File: src/rtl/exe_pkg.sv
// exe_pkg: shared types and helpers for the pipeline_exe_mc EXE stage.
//   op_e        - encoded ALU/branch/mul/div operation carried on alu_op_d_i
//   md_state_e  - multi-cycle unit sequencer state
//   is_multicycle / is_branch / is_mul - op class helpers
package exe_pkg;

  localparam int OP_BITS = 5;

  typedef enum logic [OP_BITS-1:0] {
    OP_ADD    = 5'd0,
    OP_SUB    = 5'd1,
    OP_SLL    = 5'd2,
    OP_SLT    = 5'd3,
    OP_SLTU   = 5'd4,
    OP_XOR    = 5'd5,
    OP_SRL    = 5'd6,
    OP_SRA    = 5'd7,
    OP_OR     = 5'd8,
    OP_AND    = 5'd9,
    OP_BEQ    = 5'd10,
    OP_BNE    = 5'd11,
    OP_BLT    = 5'd12,
    OP_BGE    = 5'd13,
    OP_BLTU   = 5'd14,
    OP_BGEU   = 5'd15,
    OP_JALR   = 5'd16,
    OP_MUL    = 5'd17,
    OP_MULH   = 5'd18,
    OP_MULHSU = 5'd19,
    OP_MULHU  = 5'd20,
    OP_DIV    = 5'd21,
    OP_DIVU   = 5'd22,
    OP_REM    = 5'd23,
    OP_REMU   = 5'd24
  } op_e;

  typedef enum logic [1:0] {
    MD_IDLE = 2'd0,
    MD_MUL  = 2'd1,
    MD_DIV  = 2'd2,
    MD_DONE = 2'd3
  } md_state_e;

  function automatic logic is_mul(input op_e op);
    return op inside {OP_MUL, OP_MULH, OP_MULHSU, OP_MULHU};
  endfunction

  function automatic logic is_multicycle(input op_e op);
    return is_mul(op) | (op inside {OP_DIV, OP_DIVU, OP_REM, OP_REMU});
  endfunction

  // Conditional branches only; JALR is resolved separately.
  function automatic logic is_branch(input op_e op);
    return op inside {OP_BEQ, OP_BNE, OP_BLT, OP_BGE, OP_BLTU, OP_BGEU};
  endfunction

endpackage

File: src/rtl/exe_muldiv.sv
// exe_muldiv: multi-cycle unit for MUL*/DIV*/REM* ops.
//   start_i  - launch op_i on a_i/b_i (only honoured in IDLE)
//   abort_i  - drop any op in flight, back to IDLE
//   ack_i    - result taken, DONE returns to IDLE
//   busy_o   - MUL or DIV state; done_o - DONE state; idle_o - IDLE state
//   result_o - held result, valid while done_o
// The product is formed at launch and held while a counter models the
// MUL_LAT-deep multiplier; division is a restoring radix-2 loop, one bit
// per cycle, on operand magnitudes with signs fixed on the last step.
module exe_muldiv
  import exe_pkg::*;
#(
  parameter int XLEN    = 32,
  parameter int MUL_LAT = 3
) (
  input  logic            clk,
  input  logic            resetn,
  input  logic            start_i,
  input  logic            abort_i,
  input  logic            ack_i,
  input  op_e             op_i,
  input  logic [XLEN-1:0] a_i,
  input  logic [XLEN-1:0] b_i,
  output logic            busy_o,
  output logic            done_o,
  output logic            idle_o,
  output logic [XLEN-1:0] result_o
);

  localparam int CNT_MAX = (XLEN > MUL_LAT) ? XLEN : MUL_LAT;
  localparam int CNT_W   = $clog2(CNT_MAX + 1);
  localparam logic [CNT_W-1:0] CNT_ONE     = CNT_W'(1);
  localparam logic [CNT_W-1:0] CNT_MUL_LD  = (MUL_LAT > 1) ? CNT_W'(MUL_LAT - 2) : CNT_W'(0);
  localparam logic [CNT_W-1:0] CNT_DIV_LD  = CNT_W'(XLEN - 1);
  localparam logic [XLEN-1:0]  INT_MIN     = {1'b1, {(XLEN-1){1'b0}}};

  md_state_e        state_q, state_d;
  logic [CNT_W-1:0] cnt_q, cnt_d;
  logic [XLEN-1:0]  rem_q, rem_d, quo_q, quo_d, dvs_q, dvs_d, result_q, result_d;
  logic             quo_neg_q, quo_neg_d, rem_neg_q, rem_neg_d, is_rem_q, is_rem_d;

  logic [2*XLEN-1:0] prod_s;
  logic [XLEN-1:0]   mul_res_s, a_mag_s, b_mag_s, special_s;
  logic [XLEN-1:0]   rem_new_s, quo_new_s, div_res_s;
  logic [XLEN:0]     rem_sh_s, trial_s;
  logic              div_signed_s, is_rem_s, a_neg_s, b_neg_s, div_special_s;

  // Product and divide operand preparation from the launching op
  always_comb begin
    prod_s = {{XLEN{(op_i == OP_MULH || op_i == OP_MULHSU) & a_i[XLEN-1]}}, a_i} *
             {{XLEN{(op_i == OP_MULH) & b_i[XLEN-1]}}, b_i};
    mul_res_s    = (op_i == OP_MUL) ? prod_s[XLEN-1:0] : prod_s[2*XLEN-1:XLEN];
    div_signed_s = (op_i == OP_DIV) | (op_i == OP_REM);
    is_rem_s     = (op_i == OP_REM) | (op_i == OP_REMU);
    a_neg_s      = div_signed_s & a_i[XLEN-1];
    b_neg_s      = div_signed_s & b_i[XLEN-1];
    a_mag_s      = a_neg_s ? -a_i : a_i;
    b_mag_s      = b_neg_s ? -b_i : b_i;
    div_special_s = (b_i == '0) | (div_signed_s & (a_i == INT_MIN) & (b_i == '1));
    // x/0: quotient all-ones, remainder x; INT_MIN/-1: quotient INT_MIN, remainder 0
    if (b_i == '0) begin
      special_s = is_rem_s ? a_i : '1;
    end else begin
      special_s = is_rem_s ? '0 : a_i;
    end
  end

  // One restoring-divide step plus sign fix-up of the would-be final values
  always_comb begin
    rem_sh_s = {rem_q, quo_q[XLEN-1]};
    trial_s  = rem_sh_s - {1'b0, dvs_q};
    if (trial_s[XLEN]) begin
      rem_new_s = rem_sh_s[XLEN-1:0];
      quo_new_s = {quo_q[XLEN-2:0], 1'b0};
    end else begin
      rem_new_s = trial_s[XLEN-1:0];
      quo_new_s = {quo_q[XLEN-2:0], 1'b1};
    end
    if (is_rem_q) begin
      div_res_s = rem_neg_q ? -rem_new_s : rem_new_s;
    end else begin
      div_res_s = quo_neg_q ? -quo_new_s : quo_new_s;
    end
  end

  // Sequencer next state
  always_comb begin
    state_d = state_q;
    case (state_q)
      MD_IDLE: begin
        if (start_i && !abort_i) begin
          if (is_mul(op_i)) begin
            state_d = (MUL_LAT == 1) ? MD_DONE : MD_MUL;
          end else begin
            state_d = div_special_s ? MD_DONE : MD_DIV;
          end
        end else begin
          state_d = MD_IDLE;
        end
      end
      MD_MUL, MD_DIV: begin
        if (abort_i) begin
          state_d = MD_IDLE;
        end else if (cnt_q == '0) begin
          state_d = MD_DONE;
        end else begin
          state_d = state_q;
        end
      end
      MD_DONE: begin
        if (abort_i || ack_i) begin
          state_d = MD_IDLE;
        end else begin
          state_d = MD_DONE;
        end
      end
      default: state_d = MD_IDLE;
    endcase
  end

  // Counter and datapath register next values
  always_comb begin
    cnt_d     = cnt_q;
    rem_d     = rem_q;
    quo_d     = quo_q;
    dvs_d     = dvs_q;
    result_d  = result_q;
    quo_neg_d = quo_neg_q;
    rem_neg_d = rem_neg_q;
    is_rem_d  = is_rem_q;
    case (state_q)
      MD_IDLE: begin
        if (start_i && is_mul(op_i)) begin
          result_d = mul_res_s;
          cnt_d    = CNT_MUL_LD;
        end else if (start_i) begin
          result_d  = special_s;
          cnt_d     = CNT_DIV_LD;
          rem_d     = '0;
          quo_d     = a_mag_s;
          dvs_d     = b_mag_s;
          quo_neg_d = a_neg_s ^ b_neg_s;
          rem_neg_d = a_neg_s;
          is_rem_d  = is_rem_s;
        end else begin
          cnt_d = cnt_q;
        end
      end
      MD_MUL: begin
        if (cnt_q != '0) begin
          cnt_d = cnt_q - CNT_ONE;
        end else begin
          cnt_d = cnt_q;
        end
      end
      MD_DIV: begin
        rem_d = rem_new_s;
        quo_d = quo_new_s;
        if (cnt_q != '0) begin
          cnt_d = cnt_q - CNT_ONE;
        end else begin
          result_d = div_res_s;
        end
      end
      MD_DONE: cnt_d = cnt_q;
      default: cnt_d = '0;
    endcase
  end

  // Sequencer and datapath registers
  always_ff @(posedge clk) begin
    if (!resetn) begin
      state_q   <= MD_IDLE;
      cnt_q     <= '0;
      rem_q     <= '0;
      quo_q     <= '0;
      dvs_q     <= '0;
      result_q  <= '0;
      quo_neg_q <= 1'b0;
      rem_neg_q <= 1'b0;
      is_rem_q  <= 1'b0;
    end else begin
      state_q   <= state_d;
      cnt_q     <= cnt_d;
      rem_q     <= rem_d;
      quo_q     <= quo_d;
      dvs_q     <= dvs_d;
      result_q  <= result_d;
      quo_neg_q <= quo_neg_d;
      rem_neg_q <= rem_neg_d;
      is_rem_q  <= is_rem_d;
    end
  end

  // State decode outputs
  always_comb begin
    idle_o   = (state_q == MD_IDLE);
    busy_o   = (state_q == MD_MUL) | (state_q == MD_DIV);
    done_o   = (state_q == MD_DONE);
    result_o = result_q;
  end

endmodule

File: src/rtl/pipeline_exe_mc.sv
// pipeline_exe_mc: RV32IM EXE stage with multi-cycle MUL/DIV.
//   Inputs : ID operands/op/sideband (*_d_i), flush_e_i, st_e_i.
//   Outputs: stall_e_o to the hazard unit, redirect pulse + pc to IF,
//            EXE/MEM register (*_e_o) with valid bit, forwarding bypass.
// Single-cycle ops retire in one cycle; mul/div hold ID via stall_e_o and
// retire from the DONE state while ID still presents the op.
module pipeline_exe_mc
  import exe_pkg::*;
#(
  parameter int XLEN    = 32,
  parameter int MUL_LAT = 3,
  parameter int OP_W    = 5
) (
  input  logic            clk,
  input  logic            resetn,
  input  logic            valid_d_i,
  input  logic [OP_W-1:0] alu_op_d_i,
  input  logic [XLEN-1:0] rs1_d_i,
  input  logic [XLEN-1:0] rs2_d_i,
  input  logic [XLEN-1:0] extended_imm_d_i,
  input  logic [XLEN-1:0] pc_plus4_d_i,
  input  logic [XLEN-1:0] branch_target_d_i,
  input  logic            taken_d_i,
  input  logic [XLEN-1:0] prediction_pc_d_i,
  input  logic            reg_write_en_d_i,
  input  logic [4:0]      rd_idx_d_i,
  input  logic [3:0]      dmem_type_d_i,
  input  logic [3:0]      result_src_d_i,
  input  logic            flush_e_i,
  input  logic            st_e_i,
  output logic            stall_e_o,
  output logic            redirection_e_o,
  output logic [XLEN-1:0] redirection_pc_e_o,
  output logic            valid_e_o,
  output logic [XLEN-1:0] alu_result_e_o,
  output logic [XLEN-1:0] extended_imm_e_o,
  output logic [XLEN-1:0] pc_plus4_e_o,
  output logic            reg_write_en_e_o,
  output logic [4:0]      rd_idx_e_o,
  output logic [3:0]      dmem_type_e_o,
  output logic [3:0]      result_src_e_o,
  output logic [XLEN-1:0] bypass_e_o,
  output logic            bypass_valid_e_o
);

  localparam int SH_W = $clog2(XLEN);

  op_e             op_s;
  logic            mc_op_s, md_idle_s, md_busy_s, md_done_s, md_start_s, consume_s;
  logic            eq_s, lt_s, ltu_s, br_actual_s;
  logic [SH_W-1:0] shamt_s;
  logic [XLEN-1:0] alu_s, md_result_s, ex_result_s, link_sum_s, jalr_target_s;

  logic            valid_q, valid_d, reg_write_en_q, reg_write_en_d;
  logic [XLEN-1:0] alu_result_q, alu_result_d, ext_imm_q, ext_imm_d, pc_plus4_q, pc_plus4_d;
  logic [4:0]      rd_idx_q, rd_idx_d;
  logic [3:0]      dmem_type_q, dmem_type_d, result_src_q, result_src_d;

  exe_muldiv #(.XLEN(XLEN), .MUL_LAT(MUL_LAT)) u_muldiv (
    .clk      (clk),
    .resetn   (resetn),
    .start_i  (md_start_s),
    .abort_i  (flush_e_i),
    .ack_i    (consume_s),
    .op_i     (op_s),
    .a_i      (rs1_d_i),
    .b_i      (rs2_d_i),
    .busy_o   (md_busy_s),
    .done_o   (md_done_s),
    .idle_o   (md_idle_s),
    .result_o (md_result_s)
  );

  // Op decode, handshake with the multi-cycle unit, hazard stall
  always_comb begin
    op_s       = op_e'(alu_op_d_i[OP_BITS-1:0]);
    mc_op_s    = is_multicycle(op_s);
    md_start_s = md_idle_s & valid_d_i & mc_op_s & ~flush_e_i;
    consume_s  = (valid_d_i & ~st_e_i & ~flush_e_i & md_idle_s & ~mc_op_s) |
                 (md_done_s & ~st_e_i & ~flush_e_i);
    stall_e_o  = (md_idle_s & valid_d_i & mc_op_s) | md_busy_s;
  end

  // Compare flags, actual branch outcome and jalr target
  always_comb begin
    shamt_s       = rs2_d_i[SH_W-1:0];
    eq_s          = (rs1_d_i == rs2_d_i);
    lt_s          = ($signed(rs1_d_i) < $signed(rs2_d_i));
    ltu_s         = (rs1_d_i < rs2_d_i);
    link_sum_s    = rs1_d_i + extended_imm_d_i;
    jalr_target_s = {link_sum_s[XLEN-1:1], 1'b0};
    case (op_s)
      OP_BEQ:  br_actual_s = eq_s;
      OP_BNE:  br_actual_s = ~eq_s;
      OP_BLT:  br_actual_s = lt_s;
      OP_BGE:  br_actual_s = ~lt_s;
      OP_BLTU: br_actual_s = ltu_s;
      OP_BGEU: br_actual_s = ~ltu_s;
      default: br_actual_s = 1'b0;
    endcase
  end

  // Single-cycle ALU; branches report their outcome, jalr its link address
  always_comb begin
    case (op_s)
      OP_ADD:  alu_s = rs1_d_i + rs2_d_i;
      OP_SUB:  alu_s = rs1_d_i - rs2_d_i;
      OP_SLL:  alu_s = rs1_d_i << shamt_s;
      OP_SLT:  alu_s = {{(XLEN-1){1'b0}}, lt_s};
      OP_SLTU: alu_s = {{(XLEN-1){1'b0}}, ltu_s};
      OP_XOR:  alu_s = rs1_d_i ^ rs2_d_i;
      OP_SRL:  alu_s = rs1_d_i >> shamt_s;
      OP_SRA:  alu_s = $unsigned($signed(rs1_d_i) >>> shamt_s);
      OP_OR:   alu_s = rs1_d_i | rs2_d_i;
      OP_AND:  alu_s = rs1_d_i & rs2_d_i;
      OP_BEQ, OP_BNE, OP_BLT, OP_BGE, OP_BLTU, OP_BGEU:
               alu_s = {{(XLEN-1){1'b0}}, br_actual_s};
      OP_JALR: alu_s = pc_plus4_d_i;
      default: alu_s = '0;
    endcase
  end

  // Forwarding path: in DONE the held mul/div result replaces the ALU
  always_comb begin
    ex_result_s      = md_done_s ? md_result_s : alu_s;
    bypass_e_o       = ex_result_s;
    bypass_valid_e_o = valid_d_i & ((md_idle_s & ~mc_op_s) | md_done_s);
  end

  // Redirect pulse, only on the cycle the branch/jalr actually retires
  always_comb begin
    redirection_e_o    = 1'b0;
    redirection_pc_e_o = '0;
    if (resetn && consume_s && is_branch(op_s)) begin
      if (taken_d_i && !br_actual_s) begin
        redirection_e_o    = 1'b1;
        redirection_pc_e_o = pc_plus4_d_i;
      end else if (!taken_d_i && br_actual_s) begin
        redirection_e_o    = 1'b1;
        redirection_pc_e_o = branch_target_d_i;
      end else begin
        redirection_e_o = 1'b0;
      end
    end else if (resetn && consume_s && op_s == OP_JALR) begin
      redirection_e_o    = ~taken_d_i | (prediction_pc_d_i != jalr_target_s);
      redirection_pc_e_o = jalr_target_s;
    end else begin
      redirection_e_o = 1'b0;
    end
  end

  // EXE/MEM register next values: flush beats stall beats consume
  always_comb begin
    valid_d        = valid_q;
    alu_result_d   = alu_result_q;
    ext_imm_d      = ext_imm_q;
    pc_plus4_d     = pc_plus4_q;
    reg_write_en_d = reg_write_en_q;
    rd_idx_d       = rd_idx_q;
    dmem_type_d    = dmem_type_q;
    result_src_d   = result_src_q;
    if (flush_e_i) begin
      valid_d        = 1'b0;
      reg_write_en_d = 1'b0;
      dmem_type_d    = 4'd0;
    end else if (st_e_i) begin
      valid_d = valid_q;
    end else if (consume_s) begin
      valid_d        = 1'b1;
      alu_result_d   = ex_result_s;
      ext_imm_d      = extended_imm_d_i;
      pc_plus4_d     = pc_plus4_d_i;
      reg_write_en_d = reg_write_en_d_i;
      rd_idx_d       = rd_idx_d_i;
      dmem_type_d    = dmem_type_d_i;
      result_src_d   = result_src_d_i;
    end else begin
      valid_d = 1'b0;
    end
  end

  // EXE/MEM register
  always_ff @(posedge clk) begin
    if (!resetn) begin
      valid_q        <= 1'b0;
      alu_result_q   <= '0;
      ext_imm_q      <= '0;
      pc_plus4_q     <= '0;
      reg_write_en_q <= 1'b0;
      rd_idx_q       <= 5'd0;
      dmem_type_q    <= 4'd0;
      result_src_q   <= 4'd0;
    end else begin
      valid_q        <= valid_d;
      alu_result_q   <= alu_result_d;
      ext_imm_q      <= ext_imm_d;
      pc_plus4_q     <= pc_plus4_d;
      reg_write_en_q <= reg_write_en_d;
      rd_idx_q       <= rd_idx_d;
      dmem_type_q    <= dmem_type_d;
      result_src_q   <= result_src_d;
    end
  end

  assign valid_e_o        = valid_q;
  assign alu_result_e_o   = alu_result_q;
  assign extended_imm_e_o = ext_imm_q;
  assign pc_plus4_e_o     = pc_plus4_q;
  assign reg_write_en_e_o = reg_write_en_q;
  assign rd_idx_e_o       = rd_idx_q;
  assign dmem_type_e_o    = dmem_type_q;
  assign result_src_e_o   = result_src_q;

endmodule

File: config.mk
export PLATFORM = sky130hd
export DESIGN_NAME = pipeline_exe_mc
export DESIGN_NICKNAME = d
export VERILOG_FILES = /design/src/rtl/exe_pkg.sv /design/src/rtl/exe_muldiv.sv /design/src/rtl/pipeline_exe_mc.sv
export SDC_FILE = /design/constraint.sdc
export NUM_CORES = 2
export LEC_CHECK = 0
export BUFFER_PORTS_ARGS = -buffer_cell sky130_fd_sc_hd__buf_2
export CORE_ASPECT_RATIO = 1.4
export CORE_MARGIN = 4
export CORE_UTILIZATION = 30
export CTS_BUF_LIST = sky130_fd_sc_hd__clkbuf_4 sky130_fd_sc_hd__clkbuf_8
export DETAILED_ROUTE_END_ITERATION = 8
export PLACE_DENSITY = 0.54
export SKIP_LAST_GASP = 1
export SYNTH_ARGS = -nofsm -noshare
export SYNTH_HDL_FRONTEND = slang
export SYNTH_SLANG_ARGS = --single-unit
File: constraint.sdc
create_clock -name clk -period 29 [get_ports clk]
set_input_delay 2.9 -clock clk [delete_from_list [all_inputs] [get_ports clk]]
set_output_delay 2.9 -clock clk [all_outputs]
set_load 0.01 [all_outputs]
=== After elaboration in Yosys (flattened, before gate mapping) ===
Index checks and enable logic that the tools add are counted.

* Bits in registers: 250
* Output and inout bits: 178
* Word-level logic and storage cells: 183

* $add $sub $neg: 9
* Multiply operators: 1
* $lt $le $gt $ge: 2
* Equality and inequality tests: 37
* Shift-type cells: 3
* Mux-type cells: 44
* Bitwise operators: 40
* Reduce and logical (&&, ||, !) cells: 30

{| class="wikitable"
|+ Operators with widths
! cell !! number
|-
| 32-bit 2-to-1 mux || 22
|-
| 32-bit one-hot mux with 12 select lines || 1
|-
| 32-bit one-hot mux with 2 select lines || 3
|-
| 32-bit negation || 4
|-
| 32-bit adder || 2
|-
| 32-bit == test, second input constant || 2
|-
| 32-bit less-than comparator || 2
|-
| 33-bit by 33-bit multiplier with 64-bit output || 1
|-
| 5-bit == test, second input constant || 9
|-
| 5-bit by 4-bit == test with 1-bit output, second input constant || 8
|-
| 33-bit by 32-bit subtractor with 33-bit output || 1
|-
| 32-bit AND || 1
|-
| 32-bit == test || 1
|-
| 32-bit zero test || 1
|-
| 32-bit != test || 1
|-
| 32-bit OR || 1
|-
| 32-bit by 5-bit left shift with 32-bit output || 1
|-
| 32-bit by 5-bit >> shifter with 32-bit output || 1
|-
| 32-bit by 5-bit >>> shifter with 32-bit output || 1
|-
| 32-bit subtractor || 1
|-
| 32-bit bitwise XOR || 1
|-
| 5-bit by 3-bit == test with 1-bit output, second input constant || 4
|-
| 6-bit 2-to-1 mux || 3
|-
| 1-bit AND || 17
|-
| other kinds (29) || 77
|}

=== Longest topological paths before layout ===
* Word-level depth: 10
* Depth in mapped cells: 38
* Depth with buffers taken out: 32

=== By module ===
From an unflattened synthesis, not the netlist that was laid out.

* Cells, all modules: 8,278
* Area total of the unflattened synthesis: 66,840.4 um^2

{| class="wikitable"
|+ Modules (own cells, without submodules)
! module !! times used !! cells each !! area an instance (um^2)
|-
| exe_muldiv || 1 || 6,009 || 50,551.0
|-
| pipeline_exe_mc || 1 || 2,269 || 16,289.4
|}

=== Worst setup path before layout ===
Ideal clock, no wire load.

* Kind: input -> register
* Start: input port rs2_d_i[0]
* End: register u_muldiv.result_q[31], in the netlist u_muldiv.result_o[31]
* Library setup time: 59 ps
* Arrival time: 12,156 ps
* Data required time: 28,941 ps
* Slack: 16,785 ps
* Cell stages on the path: 36
* Path buffers: 6
* Cell sequence: buf_2 > buf_2 > buf_2 > buf_2 > inv_1 > clkbuf_1 > clkbuf_1 > nor2_1 > nand2_1 > inv_1 > fa_1 > inv_1 > fa_1 > inv_1 > fa_1 > inv_1 > fa_1 > inv_1 > fa_1 > fa_1 > fa_1 > inv_1 > fa_1 > inv_1 > ha_1 > a21o_1 > a21oi_1 > o21ai_0 > a21o_1 > a221o_1 > a2111oi_2 > nor4b_1 > o31ai_1 > mux2i_1 > o31ai_1 > o311a_1

* Longest elaborated chain between the ends: 5

{| class="wikitable"
|+ Ends and longest elaborated chain
! what !! RTL line !! text
|-
| start: declaration || pipeline_exe_mc.sv:19 || <nowiki>input logic [XLEN-1:0] rs2_d_i,</nowiki>
|-
| parallel branches: the longest is 3 deep, another holds 33-bit by 33-bit multiplier with 64-bit output || n/a ||
|-
| 32-bit 2-to-1 mux (*) || exe_muldiv.sv:133 || <nowiki>if (start_i && is_mul(op_i)) begin</nowiki>
|-
| 32-bit one-hot mux with 2 select lines (*) || exe_muldiv.sv:131 || <nowiki>case (state_q)</nowiki>
|-
| end signal: assignment || exe_muldiv.sv:188 || <nowiki>result_q <= result_d;</nowiki>
|-
| end: declaration || exe_muldiv.sv:39 || <nowiki>logic [XLEN-1:0] rem_q, rem_d, quo_q, quo_d, dvs_q, dvs_d, result_q, result_d;</nowiki>
|}

Mark *: on every way between the ends. The select of a mux whose other input is x is not followed.
A chain may end at the register's enable or synchronous reset.

=== Final worst setup path ===
* Start: input port rs2_d_i[2]
* End: output port redirection_pc_e_o[23]

* Longest elaborated chain between the ends: 7

{| class="wikitable"
|+ Ends and longest elaborated chain
! what !! RTL line !! text
|-
| 32-bit less-than comparator, or another cell as far along || pipeline_exe_mc.sv:89 || <nowiki>ltu_s = (rs1_d_i < rs2_d_i);</nowiki>
|-
| 1-bit inverter (on tied branches) || pipeline_exe_mc.sv:98, pipeline_exe_mc.sv:94, pipeline_exe_mc.sv:96 ||
|-
| 1-bit one-hot mux with 6 select lines (*) || pipeline_exe_mc.sv:92 || <nowiki>case (op_s)</nowiki>
|-
| 1-bit logical AND or 1-bit zero test (tied branches) || pipeline_exe_mc.sv:138, pipeline_exe_mc.sv:135 ||
|-
| 32-bit 2-to-1 mux or 1-bit logical AND (tied branches) || pipeline_exe_mc.sv:138, pipeline_exe_mc.sv:135 ||
|-
| 32-bit 2-to-1 mux (*) || pipeline_exe_mc.sv:135 || <nowiki>if (taken_d_i && !br_actual_s) begin</nowiki>
|-
| 32-bit 2-to-1 mux (*) || pipeline_exe_mc.sv:134 || <nowiki>if (resetn && consume_s && is_branch(op_s)) begin</nowiki>
|-
| end: declaration || pipeline_exe_mc.sv:33 || <nowiki>output logic [XLEN-1:0] redirection_pc_e_o,</nowiki>
|}

Every way passes the cells marked *; elsewhere a longest branch is shown, timed or not.

==> impl_metrics.py <==
metrics = {
    "status": {
        "outcome": "finished, final reports clean",
    },
    "timing": {
        "timing.final.hold_violations": 0,
        "relSlewSlack_pct": 2.70,
        "finClkSkew_ns": 0.101,
        "rsz0062_at_grt": "false",
        "slew_viol_final": 0,
        "final.min_clock_period_ns": 12.77,
        "min_period_over_period_pct": 44.0,
        "fin_setup_tns_ns": 0,
        "max_freq_mhz": 78.3,
        "setup_violations": 0,
        "tightest_slew_ns": 1.46,
    },
    "setup_path": {
        "startpoint_type": "input port",
        "path_common_cell": "buf_4",
        "end_kind": "output pin",
        "r2r_start": "u_muldiv.dvs_q[0]",
        "path_class": "input port to output pin",
        "rrSetupSlack_ns": 22.46,
        "crit_slowest_cell": "clkinv_2",
        "critPathRequiredTime_ns": 26.10,
        "r2r.worst_path.cells": 20,
        "r2r_end": "u_muldiv.result_o[30]",
        "arrival_ns": 9.87,
        "critPathMaxStageDelay_ns": 0.62,
        "cp_max_fo": 44,
    },
    "clock_network": {
        "clockBufferDepth": 3,
        "cts_setup_buffers": 0,
        "clock_latency_ns": 0.78,
        "cts_buffers": 41,
        "cts_tree": "yes",
        "ctsHtreeMaxLevel": 2,
        "clock-root-buffer": "clkbuf_8",
        "cts.repair.resized": 0,
        "cts_hold_buf": 0,
        "cts.sinks": 250,
        "clkTransAtPathRegs_ns": 0.06,
    },
    "hold_path": {
        "hp-start": "extended_imm_e_o[8]",
        "whs_path_depth": 2,
        "hp-class": "flip-flop to flip-flop",
        "hold-path-endpoint": "extended_imm_e_o[8]",
    },
    "synthesis": {
        "ys_seq_area_share_pct": 7.68,
        "synth_commonest_cells": "inv_1, nand2_1, fa_1, nor2_1, a21oi_1",
        "synth_area_sq_um": 65200,
        "ys_types": 110,
        "ys.flop_type": "dfxtp_1",
        "synthArstFlopShare_pct": 0,
        "synthCells": 8149,
        "synth-warning-count": 0,
        "yosysTopAreaCell": "fa_1",
        "synthTopCellsByArea": "fa_1, inv_1, dfxtp_1",
        "yosysMostFrequentCell": "inv_1",
        "yosysTopAreaCellShare_pct": 34.7,
        "synth_edf_count": 0,
        "ys_seq_elements": 250,
        "syn_nets": 9878,
        "synth_area_per_cell_sq_um": 8.00,
    },
    "finish": {
        "layout.nets": 9971,
        "drive_gt1_share_pct": 9.84,
        "design_area_sq_um": 71200,
        "area_growth_pct": 9.30,
    },
    "route": {
        "drtIter0Drc": 7625,
        "first_pass_iters": 9,
        "wirelength_um": 343000,
        "via_per_inst": 5.75,
        "wire_per_inst_um": 30.7,
        "vias": 64133,
        "route.detailed.drc": 0,
        "drtAntennaViolNets": 0,
    },
    "floorplan": {
        "dieArea_sq_um": 225000,
        "rows": 202,
        "die_x_um": 402,
        "io_pins": 395,
        "start_util_pct": 30.2,
        "die-height_um": 559,
        "core_sq_um": 216000,
    },
    "placement": {
        "placed_cell_area_sq_um": 70100,
        "dp_hpwl_um": 260000,
        "place_congestion": 1.07,
        "io_buffers": 394,
    },
    "grt": {
        "track_usage_pct": 29.7,
        "grt_pass1_wl_um": 482000,
        "gr-total-overflow": 0,
        "grt_max_degree": 85,
        "grt_pass1_vias": 65019,
        "grt_antenna_before_repair": 43,
    },
    "job": {
        "drv_cap": 0,
    },
}
-- layout by cell type, fill, tap and decap left out, types with 190 or more instances in the layout --
cell,n
inv_1,1363
nand2_1,1300
fa_1,1129
nor2_1,692
a21oi_1,410
buf_2,389
ha_1,382
o21ai_0,335
dfxtp_1,250
buf_4,190
-- cell families after synthesis --
family                     after synthesis  share of synthesized area [%]
xor gates and xnor gates               257                           3.48
muxes                                  150                           3.46
DFF                                    250                           7.68
adders and majority gates             1512                           42.0
AOI/OAI and AO/OA                     1539                           15.7
and+or+nand+nor                       2530                           16.6
buffers and inverters                 1911                           11.1
-- routing by layer --
metal	track usage (%)	part of all wire [%]	up-vias
met5	0.107	0.082	-
met4	25.1	11	42
met3	8.72	11	1308
met2	46.1	44	4233
met1	33.5	34	32148
li1	-	-	26402
-- registers in the layout, indices dropped and copies added (netlist names), 6 cells and up --
name,flops
alu_result_e_o,32
u_muldiv.quo_q,32
u_muldiv.dvs_q,32
u_muldiv.result_o,32
extended_imm_e_o,32
u_muldiv.rem_q,32
pc_plus4_e_o,32
u_muldiv.cnt_q,6
-- critical path: cells and delay by family --
family | cells | cell delay (ns)
AOI/OAI and AO/OA | 8 | 1.87
buffers and inverters | 10 | 2.94
xor gates and xnor gates | 1 | 0.13
and+or+nand+nor | 5 | 1.26
adders and majority gates | 2 | 0.67
-- worst max path at each step --
stage,start,to,slack (ns),depth (start not counted)
2_1_floorplan,rs2_d_i[0],u_muldiv.result_o[31],16.78,36
3_3_place_gp,rs1_d_i[31],u_muldiv.result_o[31],16.02,33
3_5_place_dp,rs1_d_i[31],u_muldiv.result_o[31],15.98,33
4_1_cts,rs2_d_i[2],redirection_pc_e_o[23],16.55,26
5_1_grt,rs1_d_i[31],u_muldiv.result_o[31],16.05,33
6_report,rs2_d_i[2],redirection_pc_e_o[23],16.23,26
-- through the flow --
step | util, % | cells | hold WS [ns] | setup slack [ns]
2_1_floorplan | - | 8149 | 0.425 | 16.78
3_3_place_gp | 32.5 | 11055 | 0.438 | 16.02
3_5_place_dp | 32.5 | 11055 | 0.443 | 15.98
4_1_cts | 32.9 | 11131 | 0.453 | 16.55
5_1_grt | 32.9 | 11141 | 0.469 | 16.05
6_report | 33.0 | 11159 | 0.450 | 16.23
-- layout make-up --
class	count	area (sq um)
fillers	22956	145000
multi-input cells	5988	53000
inverters	1382	5200
flip-flops and latches	250	5000
well taps	2856	3570
repair buffers	579	3370
clock buffers	48	648
clock inverters	28	360
diodes	28	70.1
Power is not shown: default switching activity piles up to over one toggle a cycle in this logic, so the estimate is an artifact.
